### src/rtl/vend_ctrl.sv
// vend_ctrl: parametrised coin-accumulating vending controller with cancel/refund.
// Define VEND_STOCK_EN to add the stock counter, restock input and sold_out output.
module vend_ctrl #(
  parameter int PRICE      = 5,
  parameter int VAL_ONE    = 1,
  parameter int VAL_TWO    = 2,
  parameter int VAL_FIVE   = 5,
  parameter int CREDIT_W   = 4,
  parameter int STOCK_INIT = 8
) (
  input  logic                clk,
  input  logic                reset,
  input  logic                coin_one,
  input  logic                coin_two,
  input  logic                coin_five,
  input  logic                cancel,
  output logic                d,
  output logic [CREDIT_W-1:0] r,
  output logic [CREDIT_W-1:0] credit
`ifdef VEND_STOCK_EN
  ,
  input  logic                restock,
  output logic                sold_out
`endif
);
  localparam int VMAX_12 = (VAL_ONE > VAL_TWO) ? VAL_ONE : VAL_TWO;
  localparam int VMAX    = (VMAX_12 > VAL_FIVE) ? VMAX_12 : VAL_FIVE;

  generate
    if (PRICE < 1 || (PRICE - 1 + VMAX) >= (1 << CREDIT_W)) begin : g_param_chk
      $fatal(1, "vend_ctrl: CREDIT_W too narrow for PRICE-1+max coin, or PRICE < 1");
    end
  endgenerate

  localparam logic [CREDIT_W:0]   V1 = (CREDIT_W+1)'(VAL_ONE);
  localparam logic [CREDIT_W:0]   V2 = (CREDIT_W+1)'(VAL_TWO);
  localparam logic [CREDIT_W:0]   V5 = (CREDIT_W+1)'(VAL_FIVE);
  localparam logic [CREDIT_W:0]   PW = (CREDIT_W+1)'(PRICE);
  localparam logic [CREDIT_W-1:0] PR = CREDIT_W'(PRICE);

  typedef enum logic [1:0] {IDLE, ACCUM, VEND, REFUND} state_t;

  state_t              state, state_n;
  logic                d_n;
  logic [CREDIT_W-1:0] r_n, credit_n, base;
  logic [CREDIT_W:0]   v, s;
  logic                empty;

  always_comb begin
    v = '0;
    if (coin_one)       v = V1;
    else if (coin_two)  v = V2;
    else if (coin_five) v = V5;
    // Pulse states always start the next transaction from zero credit.
    base     = (state == VEND || state == REFUND) ? '0 : credit;
    s        = {1'b0, base} + v;
    d_n      = 1'b0;
    r_n      = '0;
    credit_n = s[CREDIT_W-1:0];
    state_n  = (s != '0) ? ACCUM : IDLE;
    if (empty && v != '0) begin
      r_n      = v[CREDIT_W-1:0];
      credit_n = base;
      state_n  = REFUND;
    end else if (v != '0 && s >= PW) begin
      d_n      = 1'b1;
      r_n      = s[CREDIT_W-1:0] - PR;  // true difference fits, so modular subtract is exact
      credit_n = '0;
      state_n  = VEND;
    end else if (cancel && s != '0) begin
      r_n      = s[CREDIT_W-1:0];
      credit_n = '0;
      state_n  = REFUND;
    end
  end

  always_ff @(posedge clk) begin
    if (reset) begin
      state  <= IDLE;
      d      <= 1'b0;
      r      <= '0;
      credit <= '0;
    end else begin
      state  <= state_n;
      d      <= d_n;
      r      <= r_n;
      credit <= credit_n;
    end
  end

`ifdef VEND_STOCK_EN
  localparam int            SW = (STOCK_INIT > 0) ? $clog2(STOCK_INIT + 1) : 1;
  localparam logic [SW-1:0] SI = SW'(STOCK_INIT);

  logic [SW-1:0] stock, stock_n;

  assign empty = (stock == '0);

  // Restock overrides a decrement from a vend in the same cycle.
  always_comb begin
    stock_n = stock;
    if (restock)  stock_n = SI;
    else if (d_n) stock_n = stock - SW'(1);
  end

  always_ff @(posedge clk) begin
    if (reset) begin
      stock    <= SI;
      sold_out <= 1'b0;
    end else begin
      stock    <= stock_n;
      sold_out <= (stock_n == '0);
    end
  end
`else
  assign empty = 1'b0;
`endif

endmodule

### config.mk
export PLATFORM = sky130hd
export DESIGN_NAME = vend_ctrl
export DESIGN_NICKNAME = d
export VERILOG_FILES = /design/src/rtl/vend_ctrl.sv
export SDC_FILE = /design/constraint.sdc
export NUM_CORES = 1
export LEC_CHECK = 0
export CAP_MARGIN = 20
export CORE_MARGIN = 4
export CORE_UTILIZATION = 42
export DETAILED_ROUTE_END_ITERATION = 12
export PLACE_DENSITY = 0.71
export SLEW_MARGIN = 25
export SYNTH_ARGS = -nofsm -noshare
export SYNTH_HDL_FRONTEND = slang
export SYNTH_SLANG_ARGS = --single-unit
### constraint.sdc
create_clock -name clk -period 3.13 [get_ports clk]
set_input_delay 0.626 -clock clk [delete_from_list [all_inputs] [get_ports clk]]
set_output_delay 0.626 -clock clk [all_outputs]
set_load 0.01 [all_outputs]
======== Yosys cells after proc, flatten, opt, wreduce, memory -nomap -nowiden ========
Index checks and enable logic that the tools add are counted.
operators by class
  add/subtract/negate cells ............... 2
  $mul .................................... 0
  div/mod/pow operators ................... 0
  order comparisons ....................... 1
  equal/unequal tests ..................... 2
  shift-type cells ........................ 0
  mux-type cells .......................... 10
  bitwise gates (word level) .............. 0
  reductions and logical operators ........ 7
operators by type and width
  kind                                                  count
  two-way mux 4 bit                                     3
  nonzero test 5 bit                                    2
  two-way mux 3 bit                                     2
  adder 4 x 5 -> 5 bit                                  1
  >= comparator 5 x 3 -> 1 bit (second input constant)  1
  two-way mux 5 bit                                     1
  == test 2 bit (second input constant)                 2
  two-way mux 2 bit                                     2
  subtractor 4 x 3 -> 4 bit (second input constant)     1
  OR reduction 3 bit                                    1
  logical AND 1 bit                                     2
  two-way mux 1 bit                                     2
  OR reduction 2 bit                                    1
  logical OR 1 bit                                      1
storage, ports and cells
  register bits ........................... 11
  bits in latches ......................... 0
  RAM bits ................................ 0
  ROM bits ................................ 0
  input bits .............................. 6
  output and inout bits ................... 9
  word-level logic and storage cells ...... 27
  memories ................................ 0

======== Depth between registers and ports, before layout ========
Gate-level depths: netlist (run 1).
  depth after elaboration ................. 8
  mapped depth ............................ 11
  mapped depth without buffers ............ 11

======== Least setup slack after synthesis (run 1) ========
OpenSTA, ideal clock, no wires.
  path kind ............................... input port to flip-flop
  start point ............................. input port coin_two
  end point ............................... register r[1]
  setup time .............................. 92 ps
  arrival ................................. 2858 ps
  required time ........................... 3038 ps
  slack ................................... 180 ps
  cell stages on the path ................. 11
  buffers on the path ..................... 0
  cell sequence ........................... nand2b_1 nand2b_1 ha_1 fa_1 inv_1 ha_1 or3_1 a21oi_2 o211a_4 o211ai_1 o32ai_1
between the ends
  cells in the longest elaborated chain, start to end .. 7
  elaborated cells on any way between the ends .. 11
  classes of those cells .................. add/sub: 2; order compare: 1; mux: 4; reduce/logical: 4
ends and longest elaborated chain
  what                                                                                  line  RTL
  from (decl)                                                                           14    input logic coin_two,
  two-way mux 3 bit (*)                                                                 52    else if (coin_two) v = V2;
  two-way mux 5 bit (*)                                                                 51    if (coin_one) v = V1;
  adder 4 x 5 -> 5 bit (*)                                                              56    s = {1'b0, base} + v;
  named net s[1]                                                                        46    logic [CREDIT_W:0] v, s;
  parallel branches: the longest is 3 deep, another holds >= comparator 5 x 3 -> 1 bit  -
  two-way mux 4 bit (*)                                                                 65    end else if (v != '0 && s >= PW) begin
  to (signal assigned)                                                                  86    r <= r_n;
  to (decl)                                                                             18    output logic [CREDIT_W-1:0] r,
Mark *: on every way through the listed nets, which the timed path passes.
A chain may end at the register's enable or synchronous reset.

======== Worst setup path after layout (run 1) ========
  start point ............................. input port coin_two
  end point ............................... register r[2]
The elaborated chain is that of the path after synthesis.

==> results.cfg, run 1 <==
[critical_path]
rrSetupSlack_ns = 0.52
crit_end = r[2]
reg2reg_to = r[2]
r2r_start = credit[0]
reg2regPathDepth = 11
start_kind = input port
worstSetupEndpointType = register
worstSetupPathType = in -> reg
cp.required_ns = 3.33
startpoint = coin_two
crit_fanout = 3
arrival_ns = 3.16

[final_layout]
layout-drive-gt1-share_pct = 25.00
instances_no_fill = 115
synthToLayoutAreaGrowth_pct = 48.82
num-nets-final = 114
num_antenna_cells = 0

[logic_synthesis]
syn_nets = 83
synth-async-reset-ratio_pct = 0
yosysTopAreaCell = dfxtp_1
synth_warnings = 0
synth_top_area_share_pct = 31.50
synth.distinct_cells = 30
synthCells = 70
yosys-top-cells-area = dfxtp_1 (31%), ha_1 (12%), nor2b_1 (4.9%)
yosys-top-cells-count = dfxtp_1 (10), ha_1 (6), nor2b_1 (5)
synth_seq_cells = 10
netlist_area_sq_um = 635.6
seq_area_frac_synth_pct = 31.50
synth_top_flop_cell = dfxtp_1
synth-edff-count = 0
synth_most_common_cell = dfxtp_1
syn_area_per_cell_sq_um = 9.080

[route]
dr.first_iter.drc_count = 13
post_drt_wl_per_cell_um = 13.24
via_per_inst = 5.070
drt_pass1_iterations = 5
vias = 583
route.detailed.drc = 0
finalWirelength_um = 1523
postRouteAntennaNets = 0

[placed_design]
dpl.cell_count = 107
place_hpwl_um = 1195
gp_congestion = 0.8051
dp_slack_ns = -0.5243
port_buffers = 14

[clock_tree]
cts_hold_buffers = 0
path_clk_slew_ns = 0.07
numCtsBuffers = 3
clkLatencyLatePin_ns = 0.26
clock_path_buffers = 2
h-tree-depth = 1
cts_sinks = 10
cts_tree = done
cts_root_buf = clkbuf_4

[sta]
setup_ws_ns = 0.1688
holdWs_ns = 0.8038
slew_violations = 0
finalSetupViolations = 0
finalCritPeriodShare_pct = 94.61
tightest_slew_ns = 0.3431
hold_viol = 0
max_freq_ghz = 0.3377
slew_headroom_pct = 77.00
fin_crit_ns = 2.961
skew_ns = 0.007492
rsz0062_at_grt = no

[grt]
track_usage_pct = 16.45
grt_pass1_wl_um = 2518
grt_max_degree = 10
grt-ovfl-total = 0
grt_antenna_before_repair = 0
grt_pass1_vias = 587

[power]
max-vdd-ir-drop_uv = 303.0
p_total_w = 0.0004372
p_leak_nw = 0.4185
power_density_mw_per_mm2 = 462.2

[die]
start_util_pct = 46.52
rows = 13
core-area_sq_mm = 0.001366
die_x_um = 46.90
dieArea_sq_mm = 0.002200
num_io_pins = 15
dieHeight_um = 46.90

[worst_hold_path]
min_path_type = reg -> reg
hold_start = credit[3]

[job]
cap_violations = 0

[outcome]
outcome = complete, no violations
[worst max-delay path: stages]
cell	delay [ns]
dlygate4sd2_1	0.25
buf_4	0.14
nor2b_1	0.16
fa_1	0.57
inv_1	0.06
ha_1	0.20
or3_1	0.39
a21oi_2	0.15
o211a_4	0.18
o211ai_1	0.15
buf_4	0.18
o21ai_1	0.11
[metrics by stage]
step                      cell area [sq um]  utilization, %  TNS (ns)
after floorplan                       635.6               -         0
after global placement                858.3           62.82    -2.289
after detailed placement              858.3           62.82    -2.649
after CTS                             945.9           69.23         0
after global routing                  945.9           69.23         0
final                                 945.9           69.23         0
[cells by family after synthesis]
| kind of cell | synth area share [%] |
|---|---|
| buf+inv | 2.362 |
| simple gates | 26.38 |
| xor+xnor | 3.938 |
| fa+ha+maj | 14.96 |
| compound gates | 20.87 |
| flops | 31.50 |
[sequential cells by signal, indices dropped and copies added (netlist names)]
| signal | count |
|---|---|
| d | 1 |
| credit | 4 |
| state | 1 |
| r | 4 |
[where the power goes]
part,switching [W],leakage [nW],internal (W)
Clock,0.0000425,0.0210,0.0000705
Combinational,0.0000827,0.316,0.0000949
Sequential,0.00000529,0.0817,0.000141
Total,0.000131,0.418,0.000307
[routing by layer]
metal  track usage, %  vias up  share of wire (%)
li1                 -      312                  -
met1            19.91      255                 45
met2            28.46       16                 50
met3            4.981        0                4.7
met4            3.867        0                  0
met5                0        -                  0
[how the worst min path moves through the flow]
stage                     end  slack, ns  cells after the start
global placement    credit[3]       0.79                      4
floorplan           credit[3]       0.70                      1
global route             r[3]       0.88                      4
CTS                 credit[3]       0.81                      4
finish              credit[3]       0.80                      4
detailed placement  credit[3]       0.81                      4
[cell type report]
| cell class | count | area [sq um] |
|---|---|---|
| Multi-Input combinational cell | 56 | 445.4 |
| Fill cell | 123 | 420.4 |
| Timing Repair Buffer | 27 | 234.0 |
| Sequential cell | 10 | 200.2 |
| Clock buffer | 4 | 36.28 |
| Tap cell | 15 | 18.77 |
| Inverter | 3 | 11.26 |
[cells in the final DEF, fill, tap and decap left out, types with 2 or more instances in the layout]
cell	Yosys	layout
a21oi_1	4	4
nand2b_4	0	2
dlygate4sd2_1	0	3
o21ai_1	3	3
nor2b_1	5	5
dfxtp_1	10	10
ha_1	6	5
and4_1	3	3
inv_1	3	3
nor3_1	3	3
nand2_1	4	4
o21ai_0	3	3
clkdlybuf4s50_1	0	11
nor2_1	3	3
clkbuf_4	0	3
buf_4	0	13
or3_1	3	3
[repair_timing]
action	CTS	global route
pin swaps	5	1
buffers inserted	4	0
resized for setup	7	0
setup endpoints to repair	6	2
No activity file was read; power rests on OpenSTA's default activity.
==> inputs of run 2 (changes only) <==
CELL_PAD_IN_SITES_DETAIL_PLACEMENT = 1   (was unset)
CELL_PAD_IN_SITES_GLOBAL_PLACEMENT = 1   (was unset)
CORE_UTILIZATION = 31   (was 42)
PLACE_DENSITY = 0.7   (was 0.71)
TNS_END_PERCENT = 1   (was unset)
==> run 2 against run 1 <==
Maximum frequency shrank 0.12%; non-clock buffer count is the same; critical path type unchanged; setup slack lost 0.0037 ns; utilization shrank 21 points; wire length grew 8.1%; sequential share of layout area shrank 0.11 points; cell count grew 9.6%; sequential power is essentially flat; first-iteration DRC count shrank 31%; clock power shrank 25%; count of clock-buffer cells in the layout shrank 1.
==> results.cfg, run 2 (synthesis gave the netlist of run 1 again) <==
[critical_path]
start_kind = input port
r2r_start = credit[0]
reg2reg_to = r[0]
cp.required_ns = 3.29
worstSetupEndpointType = register
rrSetupSlack_ns = 0.49
worstSetupPathType = in -> reg
startpoint = coin_two
crit_end = r[0]
crit_fanout = 3
arrival_ns = 3.13
reg2regPathDepth = 10

[power]
power_density_mw_per_mm2 = 432.7
max-vdd-ir-drop_uv = 242.8
p_leak_nw = 0.4158
p_total_w = 0.0004114

[final_layout]
layout-drive-gt1-share_pct = 26.26
num_antenna_cells = 0
postLayoutCellArea_sq_um = 950.9
num-nets-final = 114
top_regs = credit: 4 flops, r: 4 flops
final_common_cell = buf_4
final_cell_mix = buf_4 (13), clkdlybuf4s50_1 (11), dfxtp_1 (10), nor2b_1 (5)
synthToLayoutAreaGrowth_pct = 49.61
nFillCells = 269

[clock_tree]
clock_path_buffers = 2
cts_root_buf = clkbuf_4
clkLatencyLatePin_ns = 0.26
cts_hold_buffers = 0
h-tree-depth = 1
numCtsBuffers = 3
path_clk_slew_ns = 0.06
cts_tree = done
cts_sinks = 10

[sta]
tns_ns = 0
max_freq_ghz = 0.3373
fin_crit_ns = 2.965
hold_viol = 0
rsz0062_at_grt = no
slew_headroom_pct = 76.94
skew_ns = 0.001072
finalSetupViolations = 0
slew_violations = 0
tightest_slew_ns = 0.3440
holdWs_ns = 0.8043
finalCritPeriodShare_pct = 94.73

[grt]
grt_pass1_wl_um = 2753
grt_antenna_before_repair = 0
grt-ovfl-total = 0
track_usage_pct = 13.34
grt_pass1_vias = 633
grt_max_degree = 10

[die]
core-area_sq_mm = 0.001962
rows = 16
die_x_um = 53.28
dieHeight_um = 53.28
dieArea_sq_mm = 0.002839
num_io_pins = 15
start_util_pct = 32.40

[route]
postRouteAntennaNets = 0
via_per_inst = 4.897
post_drt_wl_per_cell_um = 13.07
vias = 617
drt_pass1_iterations = 4
finalWirelength_um = 1647
route.detailed.drc = 0
dr.first_iter.drc_count = 9

[job]
cap_violations = 0

[placed_design]
place_hpwl_um = 1342
port_buffers = 14
gp_congestion = 0.7282
place_area_sq_um = 888.4

[worst_hold_path]
min_path_type = reg -> reg

[outcome]
outcome = complete, no violations
==> run 2: worst min path at each step <==
| stage | startpoint | to | slack (ns) | depth (start not counted) |
|---|---|---|---|---|
| after floorplan | cancel | credit[3] | 0.70 | 1 |
| after global placement | credit[3] | credit[3] | 0.79 | 4 |
| after detailed placement | credit[3] | credit[3] | 0.79 | 4 |
| after CTS | credit[3] | credit[3] | 0.80 | 4 |
| after global routing | coin_one | credit[3] | 0.85 | 5 |
| final | credit[3] | credit[3] | 0.80 | 4 |
==> run 2: routing by layer <==
| layer | vias to the layer above | part of all wire (%) | track usage, % |
|---|---|---|---|
| li1 | 311 | - | - |
| met1 | 292 | 44 | 15.66 |
| met2 | 14 | 51 | 23.27 |
| met3 | 0 | 4.3 | 3.662 |
| met4 | 0 | 0 | 3.830 |
| met5 | - | 0 | 0 |
==> run 2: critical path, cell delays in order <==
cell and delay (ns):
dlygate4sd2_1 0.23, nand2b_4 0.15, nand2b_4 0.05, ha_2 0.18
fa_1 0.57, inv_2 0.06, ha_2 0.18, or3_4 0.33
a21oi_2 0.17, o211a_4 0.17, o211ai_1 0.15, o31ai_1 0.27
==> run 2: metrics by stage <==
stage                     setup WS, ns  utilization (%)  cells
final                           0.1651            48.47    126
after global routing           0.03123            48.47    126
after global placement         -0.4268            45.28    121
after detailed placement       -0.4775            45.28    121
after floorplan                 0.1802                -     70
after CTS                      0.01185            47.58    126
==> run 2: final cells by class <==
cell class	count	area (sq um)	share of cell area (%)
Inverter	3	11.26	1.184
Multi-Input combinational cell	56	445.4	46.84
Clock buffer	3	22.52	2.368
Tap cell	27	33.78	3.553
Timing Repair Buffer	27	237.7	25.00
Sequential cell	10	200.2	21.05
==> run 2: timing repair <==
action	4_1_cts	5_1_grt
hold endpoints to repair	0	0
buffers inserted	2	0
gates resized for setup	5	4
gates cloned	0	0
pin swaps	5	4
setup endpoints to repair	6	5
==> run 2: report_power, final <==
part / internal (W) / switching [W]
registers: 0.000141 / 0.00000524
logic: 0.0000965 / 0.0000841
clock network: 0.0000442 / 0.0000400
